<file path="config.mk">
export PLATFORM = sky130hd
export DESIGN_NAME = go_button_conditioner
export DESIGN_NICKNAME = d
export VERILOG_FILES = /design/src/rtl/go_button_conditioner.sv
export SDC_FILE = /design/constraint.sdc
export NUM_CORES = 1
export LEC_CHECK = 0
export BUFFER_PORTS_ARGS = -buffer_cell sky130_fd_sc_hd__buf_2
export CORE_MARGIN = 10
export CORE_UTILIZATION = 35
export CTS_BUF_LIST = sky130_fd_sc_hd__clkbuf_16
export DETAILED_ROUTE_END_ITERATION = 7
export GPL_ROUTABILITY_DRIVEN = 0
export PLACE_DENSITY_LB_ADDON = 0.25
export SLEW_MARGIN = 0
export SYNTH_ARGS = -nofsm -noshare
export SYNTH_HDL_FRONTEND = slang
export SYNTH_SLANG_ARGS = --single-unit
</file>
<file path="constraint.sdc">
create_clock -name dividedClock -period 4.4 [get_ports dividedClock]
set_input_delay 0.44 -clock dividedClock [delete_from_list [all_inputs] [get_ports dividedClock]]
set_output_delay 0.44 -clock dividedClock [all_outputs]
set_load 0.03 [all_outputs]
</file>
<file path="src/rtl/go_button_conditioner.sv">
// go_button_conditioner: synchronises and debounces the active-low go button in the
// dividedClock domain, raises a go request per accepted press (held until busy acks it)
// and pulses long_press once per long hold.
// Optional feature: define GO_PRESS_COUNT_EN to build the 8-bit accepted-press counter.
module go_button_conditioner #(
    parameter int unsigned SYNC_STAGES    = 2,
    parameter int unsigned DEBOUNCE_TICKS = 2,
    parameter int unsigned LONG_TICKS     = 6,
    parameter int unsigned CNT_W          = 4
) (
    input  logic       dividedClock,
    input  logic       rst,
    input  logic       button_n,
    input  logic       busy,
    output logic       go,
    output logic       pressed,
    output logic       long_press,
    output logic [7:0] press_count
);

    localparam logic [CNT_W-1:0] DEB_LAST  = CNT_W'(DEBOUNCE_TICKS - 1);
    localparam logic [CNT_W-1:0] LONG_LAST = CNT_W'(LONG_TICKS - 1);
    localparam logic [CNT_W-1:0] LONG_MAX  = CNT_W'(LONG_TICKS);

    typedef enum logic [1:0] {
        RELEASED         = 2'd0,
        PRESS_DEBOUNCE   = 2'd1,
        HELD             = 2'd2,
        RELEASE_DEBOUNCE = 2'd3
    } state_t;

    state_t                 state_q;
    logic [CNT_W-1:0]       cnt_q;
    logic [SYNC_STAGES-1:0] sync_q;
    logic                   go_q;
    logic                   pressed_q;
    logic                   long_q;
    logic                   sync_c;
    logic                   accept_c;

    assign sync_c = sync_q[SYNC_STAGES-1];

    // A press is accepted on the debounce-complete edge only if nothing is outstanding and busy is low
    assign accept_c = (state_q == PRESS_DEBOUNCE) && !sync_c && (cnt_q == DEB_LAST)
                      && !busy && !go_q;

    // Input synchroniser chain; resets to the released level
    always_ff @(posedge dividedClock or posedge rst) begin
        if (rst) begin
            sync_q <= '1;
        end else begin
            sync_q <= {sync_q[SYNC_STAGES-2:0], button_n};
        end
    end

    // Debounce FSM with registered go / pressed / long_press
    always_ff @(posedge dividedClock or posedge rst) begin
        if (rst) begin
            state_q   <= RELEASED;
            cnt_q     <= '0;
            go_q      <= 1'b0;
            pressed_q <= 1'b0;
            long_q    <= 1'b0;
        end else begin
            long_q <= 1'b0;
            if (go_q && busy) begin
                go_q <= 1'b0;
            end
            case (state_q)
                RELEASED: begin
                    if (!sync_c) begin
                        state_q <= PRESS_DEBOUNCE;
                        cnt_q   <= '0;
                    end
                end
                PRESS_DEBOUNCE: begin
                    if (sync_c) begin
                        state_q <= RELEASED;
                        cnt_q   <= '0;
                    end else if (cnt_q == DEB_LAST) begin
                        state_q   <= HELD;
                        cnt_q     <= '0;
                        pressed_q <= 1'b1;
                        if (accept_c) begin
                            go_q <= 1'b1;
                        end
                    end else begin
                        cnt_q <= cnt_q + CNT_W'(1);
                    end
                end
                HELD: begin
                    if (sync_c) begin
                        state_q <= RELEASE_DEBOUNCE;
                        cnt_q   <= '0;
                    end else if (cnt_q < LONG_MAX) begin
                        cnt_q <= cnt_q + CNT_W'(1);
                        if (cnt_q == LONG_LAST) begin
                            long_q <= 1'b1;
                        end
                    end
                end
                RELEASE_DEBOUNCE: begin
                    if (!sync_c) begin
                        // Return saturated so a bounce back into HELD cannot re-fire long_press
                        state_q <= HELD;
                        cnt_q   <= LONG_MAX;
                    end else if (cnt_q == DEB_LAST) begin
                        state_q   <= RELEASED;
                        cnt_q     <= '0;
                        pressed_q <= 1'b0;
                    end else begin
                        cnt_q <= cnt_q + CNT_W'(1);
                    end
                end
                default: begin
                    state_q   <= RELEASED;
                    cnt_q     <= '0;
                    go_q      <= 1'b0;
                    pressed_q <= 1'b0;
                end
            endcase
        end
    end

    assign go         = go_q;
    assign pressed    = pressed_q;
    assign long_press = long_q;

`ifdef GO_PRESS_COUNT_EN
    logic [7:0] press_count_q;

    // Counts accepted presses (each go 0->1), wrapping at 8 bits
    always_ff @(posedge dividedClock or posedge rst) begin
        if (rst) begin
            press_count_q <= 8'h00;
        end else if (accept_c) begin
            press_count_q <= press_count_q + 8'd1;
        end
    end

    assign press_count = press_count_q;
`else
    assign press_count = 8'h00;
`endif

endmodule

</file>
==> results of run 1 <==
## metal layers
metal | wire length, µm | part of all wire [%] | global-route usage (%)
met5 | 0 | 0 | 0
met4 | 10 | 0.83 | 2.00
met3 | 73 | 6.1 | 3.76
met2 | 575 | 48 | 9.23
met1 | 540 | 45 | 7.10
## power by group through the flow
| stage | sequential, mW | combinational, mW | clock, mW |
|---|---|---|---|
| finish | 0.170 | 0.160 | 0.166 |
| global route | 0.176 | 0.177 | 0.178 |
| CTS | 0.170 | 0.160 | 0.170 |
| detailed placement | 0.171 | 0.159 | 0 |
| global placement | 0.170 | 0.154 | 0 |
| floorplan | 0.165 | 0.135 | 0 |
## final cells by class
type	instances	area, µm²
Clock buffer	3	75.1
Clock inverter	1	5.00
Fill cell	180	981
Inverter	7	26.3
Multi-Input combinational cell	45	282
Sequential cell	11	278
Tap cell	25	31.3
Timing Repair Buffer	6	30.0
## state kept, by name (all words and copies together) (netlist names), named ones only
register,flops
cnt_q,4
go,1
long_press,1
pressed,1
state_q,1
sync_q,2
## cell usage in the layout (no fill, tap or decap)
master / n
a31o_2: 1
dfstp_2: 2
nor4b_1: 1
nand3_1: 2
clkbuf_16: 3
a21boi_0: 1
nand2_1: 8
a311oi_2: 1
clkinv_2: 1
and3_1: 1
o21ai_1: 1
a21oi_1: 1
inv_1: 7
nor2_1: 1
nor2b_1: 2
a32o_1: 1
o21ai_0: 2
o21a_1: 1
a21o_1: 1
dfrtp_1: 9
o22ai_1: 1
a31oi_1: 2
a31o_1: 1
or3_1: 1
and4bb_2: 1
nand2b_1: 1
conb_1: 8
buf_2: 6
or3b_1: 1
xnor2_1: 2
ha_1: 2
## critical path, delay by kind of cell (launching register included)
kind	cells	cell delay, ns
and+or+nand+nor	1	0.35
AOI/OAI and AO/OA	3	0.57
adders and majority gates	1	0.19
DFF	1	0.44
buffers and inverters	1	0.08
## cell families (layout without fill, tap and decap cells)
family                   Yosys count  in the layout  synth area share [%]
other                              1              8                 0.601
AO/OA/AOI/OAI                     14             14                  16.6
flip-flops                        11             11                  44.5
AND/OR/NAND/NOR                   19             19                  16.8
XOR/XNOR                           2              2                  2.81
buffers and inverters             16             17                  14.6
adder cells (fa/ha/maj)            2              2                  4.01
## through the flow
stage	cell area [µm²]	worst slack (ns)	hold WS, ns
final	727	2.64	0.191
after global placement	647	2.72	0.346
after CTS	727	2.65	0.208
after floorplan	651	2.85	0.291
after detailed placement	647	2.66	0.347
after global routing	727	2.56	0.229
## final timing paths
path                             end       from  cells after the start  slack [ns]
setup / recovery            cnt_q[2]   cnt_q[1]                      6        2.64
max in group asynchronous  sync_q[1]        rst                      2        3.88
setup reg to reg            cnt_q[2]   cnt_q[1]                      6        2.64
min in group dividedClock  sync_q[0]   button_n                      1        0.30
hold / removal              cnt_q[1]        rst                      2        0.19
hold reg to reg            sync_q[1]  sync_q[0]                      0        0.35
==> summary.txt, run 1 <==
Logic synthesis
  – Syn Inst Count: 65
  – Top_reg_cell synth: dfrtp_1
  – Yosys cell types: 30
  – Commonest cells post-synth: 9 x dfrtp_1, 8 x buf_4, 8 x nand2_1
  – Yosys top cell by area: dfrtp_1
  – Most frequent cell after synthesis: dfrtp_1
  – Register area share after synthesis: 44.5%
  – EDFF count, synth: 0
  – Most area-consuming cells after synthesis: dfrtp_1 36%, buf_4 9.6%, dfstp_2 8.4%
  – Cell Area, Synth: 624 µm²
  – Top cell type's share of synthesized area: 36.1%
  – Synth Area per Inst: 9.61 µm²
  – Ys async rst share: 100%
  – Warnings, synthesis: 0
  – Flops & latches, synth: 11

Final layout
  – Final Core Density: 42.6%
  – Final cell count without fillers: 98
  – Post-layout nets: 80
  – Fraction of layout cells with a size suffix above 1: 20.5%
  – Area grow syn2layout: 16.4%
  – Antenna diodes: 0

Critical path
  – Crit Path Max Fanout: 6
  – Cells along the critical path: inv_1 -> ha_1 -> or3b_1 -> a31o_1 -> a31oi_1 -> o22ai_1
  – Startpoint types: flop
  – Crit path required time: 4.51 ns
  – CP max stage cell: dfrtp_1
  – CP peak stage delay: 0.44 ns
  – WP data arrival: 1.87 ns
  – Crit Path Class: flop to flop
  – Crit path capture type: flop

Clock tree
  – Hold-fix buffers, CTS: 0
  – Post-CTS Repair Setup Buffers: 0
  – CTS H-Tree Depth: 1
  – Resized cells post-CTS: 0
  – Deepest clock path buffer count: 2
  – CTS buffer count: 3
  – Clock-pin slew on the worst setup and hold paths: 0.04 ns
  – CTS tree: yes
  – Root Buffer: clkbuf_16
  – Sink Count: 11
  – Clock Latency Late Sink: 0.24 ns

Floorplan
  – # IOs: 15
  – Std cell rows: 15
  – Die Y: 62.2 µm
  – Die area: 3870 µm²
  – Die W: 62.2 µm
  – Initial Utilization: 36.6%
  – CORE AREA: 1710 µm²

Min path
  – Hold Crit Class: input port to asynchronous set/reset pin

STA
  – Min cycle time layout: 1.76 ns
  – Setup TNS: 0 ns
  – Setup Skew: 0.00217 ns
  – RSZ-0062 raised after global routing: no
  – Final Hold Vio Count: 0
  – Final setup fails: 0
  – Final critical-path share of the clock period: 39.9%
  – Final slew viol count: 0
  – F_max: 0.569 GHz

Power
  – Cell-internal power: 0.320 mW
  – Worst vdd ir: 0.000300 V
  – Pwr Total: 0.496 mW
  – Clk pwr share: 33.4%
  – Comb pwr share: 32.3%
  – Leakage power: 0.343 nW
  – Power Dens Cells: 682 nW/µm²
  – Switching pwr: 0.176 mW
  – Switch share: 35.4%
  – Reg power frac: 34.3%

Detailed routing
  – Routed len/inst: 12.2 µm
  – # DRC: 0
  – Detailed router's first-iteration violation count: 5
  – Via count: 454
  – Initial DRT Pass Iterations: 4
  – Post-route antenna net violation count: 0
  – Final WL: 1200 µm
  – Vias per cell: 4.63

Global routing
  – First-pass GRT wire length: 1960 µm
  – Initial antenna violation count: 0
  – GRT Total Usage: 6.19%
  – Grt ovf: 0
  – Vias in the first global route: 428
  – Largest net degree at the start of global routing: 12

Place
  – Port Buf Inserts: 6
  – DP Cell Count: 94
  – HPWL Detailed: 906 µm

Outcome
  – Outcome: complete, no violations

Run
  – Max-cap viol count: 0
No activity file was read; power rests on OpenSTA's default activity.
==> inputs of run 2 (changes only) <==
==> constraint.sdc (replaced) <==
create_clock -name dividedClock -period 1.5 [get_ports dividedClock]
set_input_delay 0.15 -clock dividedClock [delete_from_list [all_inputs] [get_ports dividedClock]]
set_output_delay 0.15 -clock dividedClock [all_outputs]
set_load 0.03 [all_outputs]
==> run 2 against run 1 <==
Net effect:
- critical endpoint is now cnt_q[1]
- the run now ends with setup timing left
- die area is the same
- via count shrank 1.5%
- sequential power rose to 2.7 times the previous value
- wire length down 4.1%
- final cell count grew 6.1%
- critical path depth is 1 lower
- largest cell class unchanged
- global-route usage about the same
==> summary.txt, run 2 (same netlist as run 1, synthesis figures left out) <==
Outcome
  – Outcome: finished, violations left
  – Failing checks: setup timing

Clock tree
  – Deepest clock path buffer count: 2 (unchanged)
  – Root Buffer: clkbuf_16
  – CTS tree: yes
  – Clock-pin slew on the worst setup and hold paths: 0.04 ns (about the same)
  – CTS H-Tree Depth: 1 (unchanged)
  – Post-CTS Repair Setup Buffers: 0 (unchanged)
  – Clock Latency Late Sink: 0.24 ns (about the same)
  – CTS buffer count: 3 (unchanged)
  – Sink Count: 11 (unchanged)

Min path
  – WHS Path Cells: 1
  – Hold Path End: sync_q[0]
  – Hold Path Origin: button_n
  – Hold Crit Class: input port to flop

Global routing
  – First-pass GRT wire length: 1940 µm (-1.1%)
  – Vias in the first global route: 427 (-0.23%)
  – Grt ovf: 0 (unchanged)
  – Largest net degree at the start of global routing: 12 (unchanged)
  – GRT Total Usage: 6.15% (-0.039 points)
  – Initial antenna violation count: 0 (unchanged)

STA
  – Min cycle time layout: 1.51 ns (-0.244 ns)
  – Setup Skew: 0.00220 ns (+0.0000262 ns)
  – Final WS setup: -0.0131 ns (-2.66 ns)
  – Final critical-path share of the clock period: 101% (+61 points)
  – F_max: 0.661 GHz (+16%)
  – Final slew viol count: 0 (unchanged)
  – RSZ-0062 raised after global routing: yes
  – Final setup fails: 2 (+2)
  – Setup TNS: -0.0220 ns (-0.0220 ns)
  – Final Hold Vio Count: 0 (unchanged)

Power
  – Worst vdd ir: 0.00101 V (+240%)
  – Switch share: 33.4% (-2.0 points)
  – Reg power frac: 31.1% (-3.2 points)
  – Leakage power: 0.374 nW (+8.9%)
  – Power Dens Cells: 1920 nW/µm² (+180%)
  – Pwr Total: 1.49 mW (+200%)
  – Switching pwr: 0.498 mW (+180%)
  – Clk pwr share: 31.8% (-1.6 points)
  – Cell-internal power: 0.992 mW (+210%)
  – Comb pwr share: 37.1% (+4.8 points)

Detailed routing
  – Detailed router's first-iteration violation count: 13 (+8)
  – Post-route antenna net violation count: 0 (unchanged)
  – # DRC: 0 (unchanged)
  – Initial DRT Pass Iterations: 4 (unchanged)
  – Vias per cell: 4.30 (-7.2%)
  – Final WL: 1150 µm (-4.1%)
  – Routed len/inst: 11.1 µm (-9.6%)
  – Via count: 447 (-1.5%)

Final layout
  – Final cell count without fillers: 104 (+6.1%)
  – Largest register FFs: 4 (unchanged)
  – Antenna diodes: 0 (unchanged)
  – Post-layout nets: 86 (+7.5%)
  – Biggest regs: cnt_q x4, sync_q x2
  – Area grow syn2layout: 24.2%
  – Commonest non-fill, non-tap cell in the layout: dfrtp_1
  – Biggest register: cnt_q
  – Fraction of layout cells with a size suffix above 1: 25.3% (+4.8 points)
  – Most frequent cells in the layout: 9 x dfrtp_1, 8 x inv_1, 8 x nand2_1, 8 x conb_1, 6 x buf_2
  – Post-route cell area: 776 µm² (+6.7%)

Floorplan
  – Die W: 62.2 µm (unchanged)
  – CORE AREA: 1710 µm² (unchanged)
  – Std cell rows: 15 (unchanged)
  – # IOs: 15 (unchanged)
  – Die Y: 62.2 µm (unchanged)
  – Die area: 3870 µm² (unchanged)
  – Initial Utilization: 36.6% (unchanged)

Critical path
  – FF-to-FF path depth: 5 (-1)
  – CP max stage cell: dfrtp_1
  – Crit path capture type: flop
  – Reg2reg end: cnt_q[1]
  – CP peak stage delay: 0.37 ns (-0.07 ns)
  – Cells along the critical path: inv_1 -> ha_2 -> or3b_1 -> a31o_1 -> a32o_1
  – Crit Path Max Fanout: 4 (-2)
  – Crit Path Class: flop to flop
  – Crit path required time: 1.62 ns (-2.89 ns)
  – Startpoint types: flop
  – WP data arrival: 1.63 ns (-0.24 ns)
  – Register-to-register setup slack: -0.01 ns (-2.66 ns)
  – R2R Path Start: cnt_q[1]

Place
  – Placed Area: 687 µm² (+6.2%)
  – DP Cell Count: 99 (+5.3%)
  – HPWL Detailed: 920 µm (+1.5%)
  – Port Buf Inserts: 6 (unchanged)

Run
  – Max-cap viol count: 0 (unchanged)
## run 2: power by group through the flow
stage               combinational [mW]  sequential [mW]  clock [mW]
finish                           0.552            0.463       0.474
global route                     0.621            0.479       0.503
CTS                              0.559            0.465       0.486
detailed placement               0.551            0.470           0
global placement                 0.549            0.467           0
floorplan                        0.395            0.483           0
## run 2: what timing repair did
item,in CTS,in global routing
endpoints found under the setup margin,2,4
hold buffers,1,0
pin swaps,1,2
endpoints found under the hold margin,9,0
resized for setup,0,1
## run 2: area by class of cell
cell class | count | area (µm²)
multi-input combinational | 45 | 284
inverter | 7 | 26.3
clock inverter | 1 | 3.75
fill | 172 | 932
tap | 25 | 31.3
clock buffer | 3 | 75.1
timing repair buffer | 12 | 77.6
sequential | 11 | 278
## run 2: metal layers
metal,part of all wire [%],track usage (%),up-vias
li1,-,-,233
met1,42,6.06,203
met2,49,9.74,9
met3,7.2,3.76,2
met4,1.2,3.43,0
met5,0,0,-
## run 2: stage by stage
step	hold slack (ns)	setup WS, ns	utilization (%)
after global routing	0.00900	-0.131	45.4
after CTS	0.0115	-0.0188	45.4
after detailed placement	0.166	-0.0209	40.2
final	0.0126	-0.0131	45.4
after floorplan	0.00101	-0.0338	-
after global placement	0.163	-0.0100	40.2
## run 2: how the worst max path moves through the flow
stage / startpoint / end / cells after the start
after floorplan: cnt_q[1] / cnt_q[1] / 5
after global placement: cnt_q[1] / cnt_q[1] / 5
after detailed placement: cnt_q[1] / cnt_q[1] / 5
after CTS: cnt_q[1] / cnt_q[1] / 5
after global routing: cnt_q[1] / cnt_q[2] / 6
final: cnt_q[1] / cnt_q[1] / 5
## run 2: critical path: cells and delay by family (launching register included)
| family | cells | cell delay (ns) |
|---|---|---|
| AO/OA/AOI/OAI | 2 | 0.48 |
| adder cells (fa/ha/maj) | 1 | 0.16 |
| buffers and inverters | 1 | 0.06 |
| flip-flops | 1 | 0.37 |
| AND/OR/NAND/NOR | 1 | 0.34 |
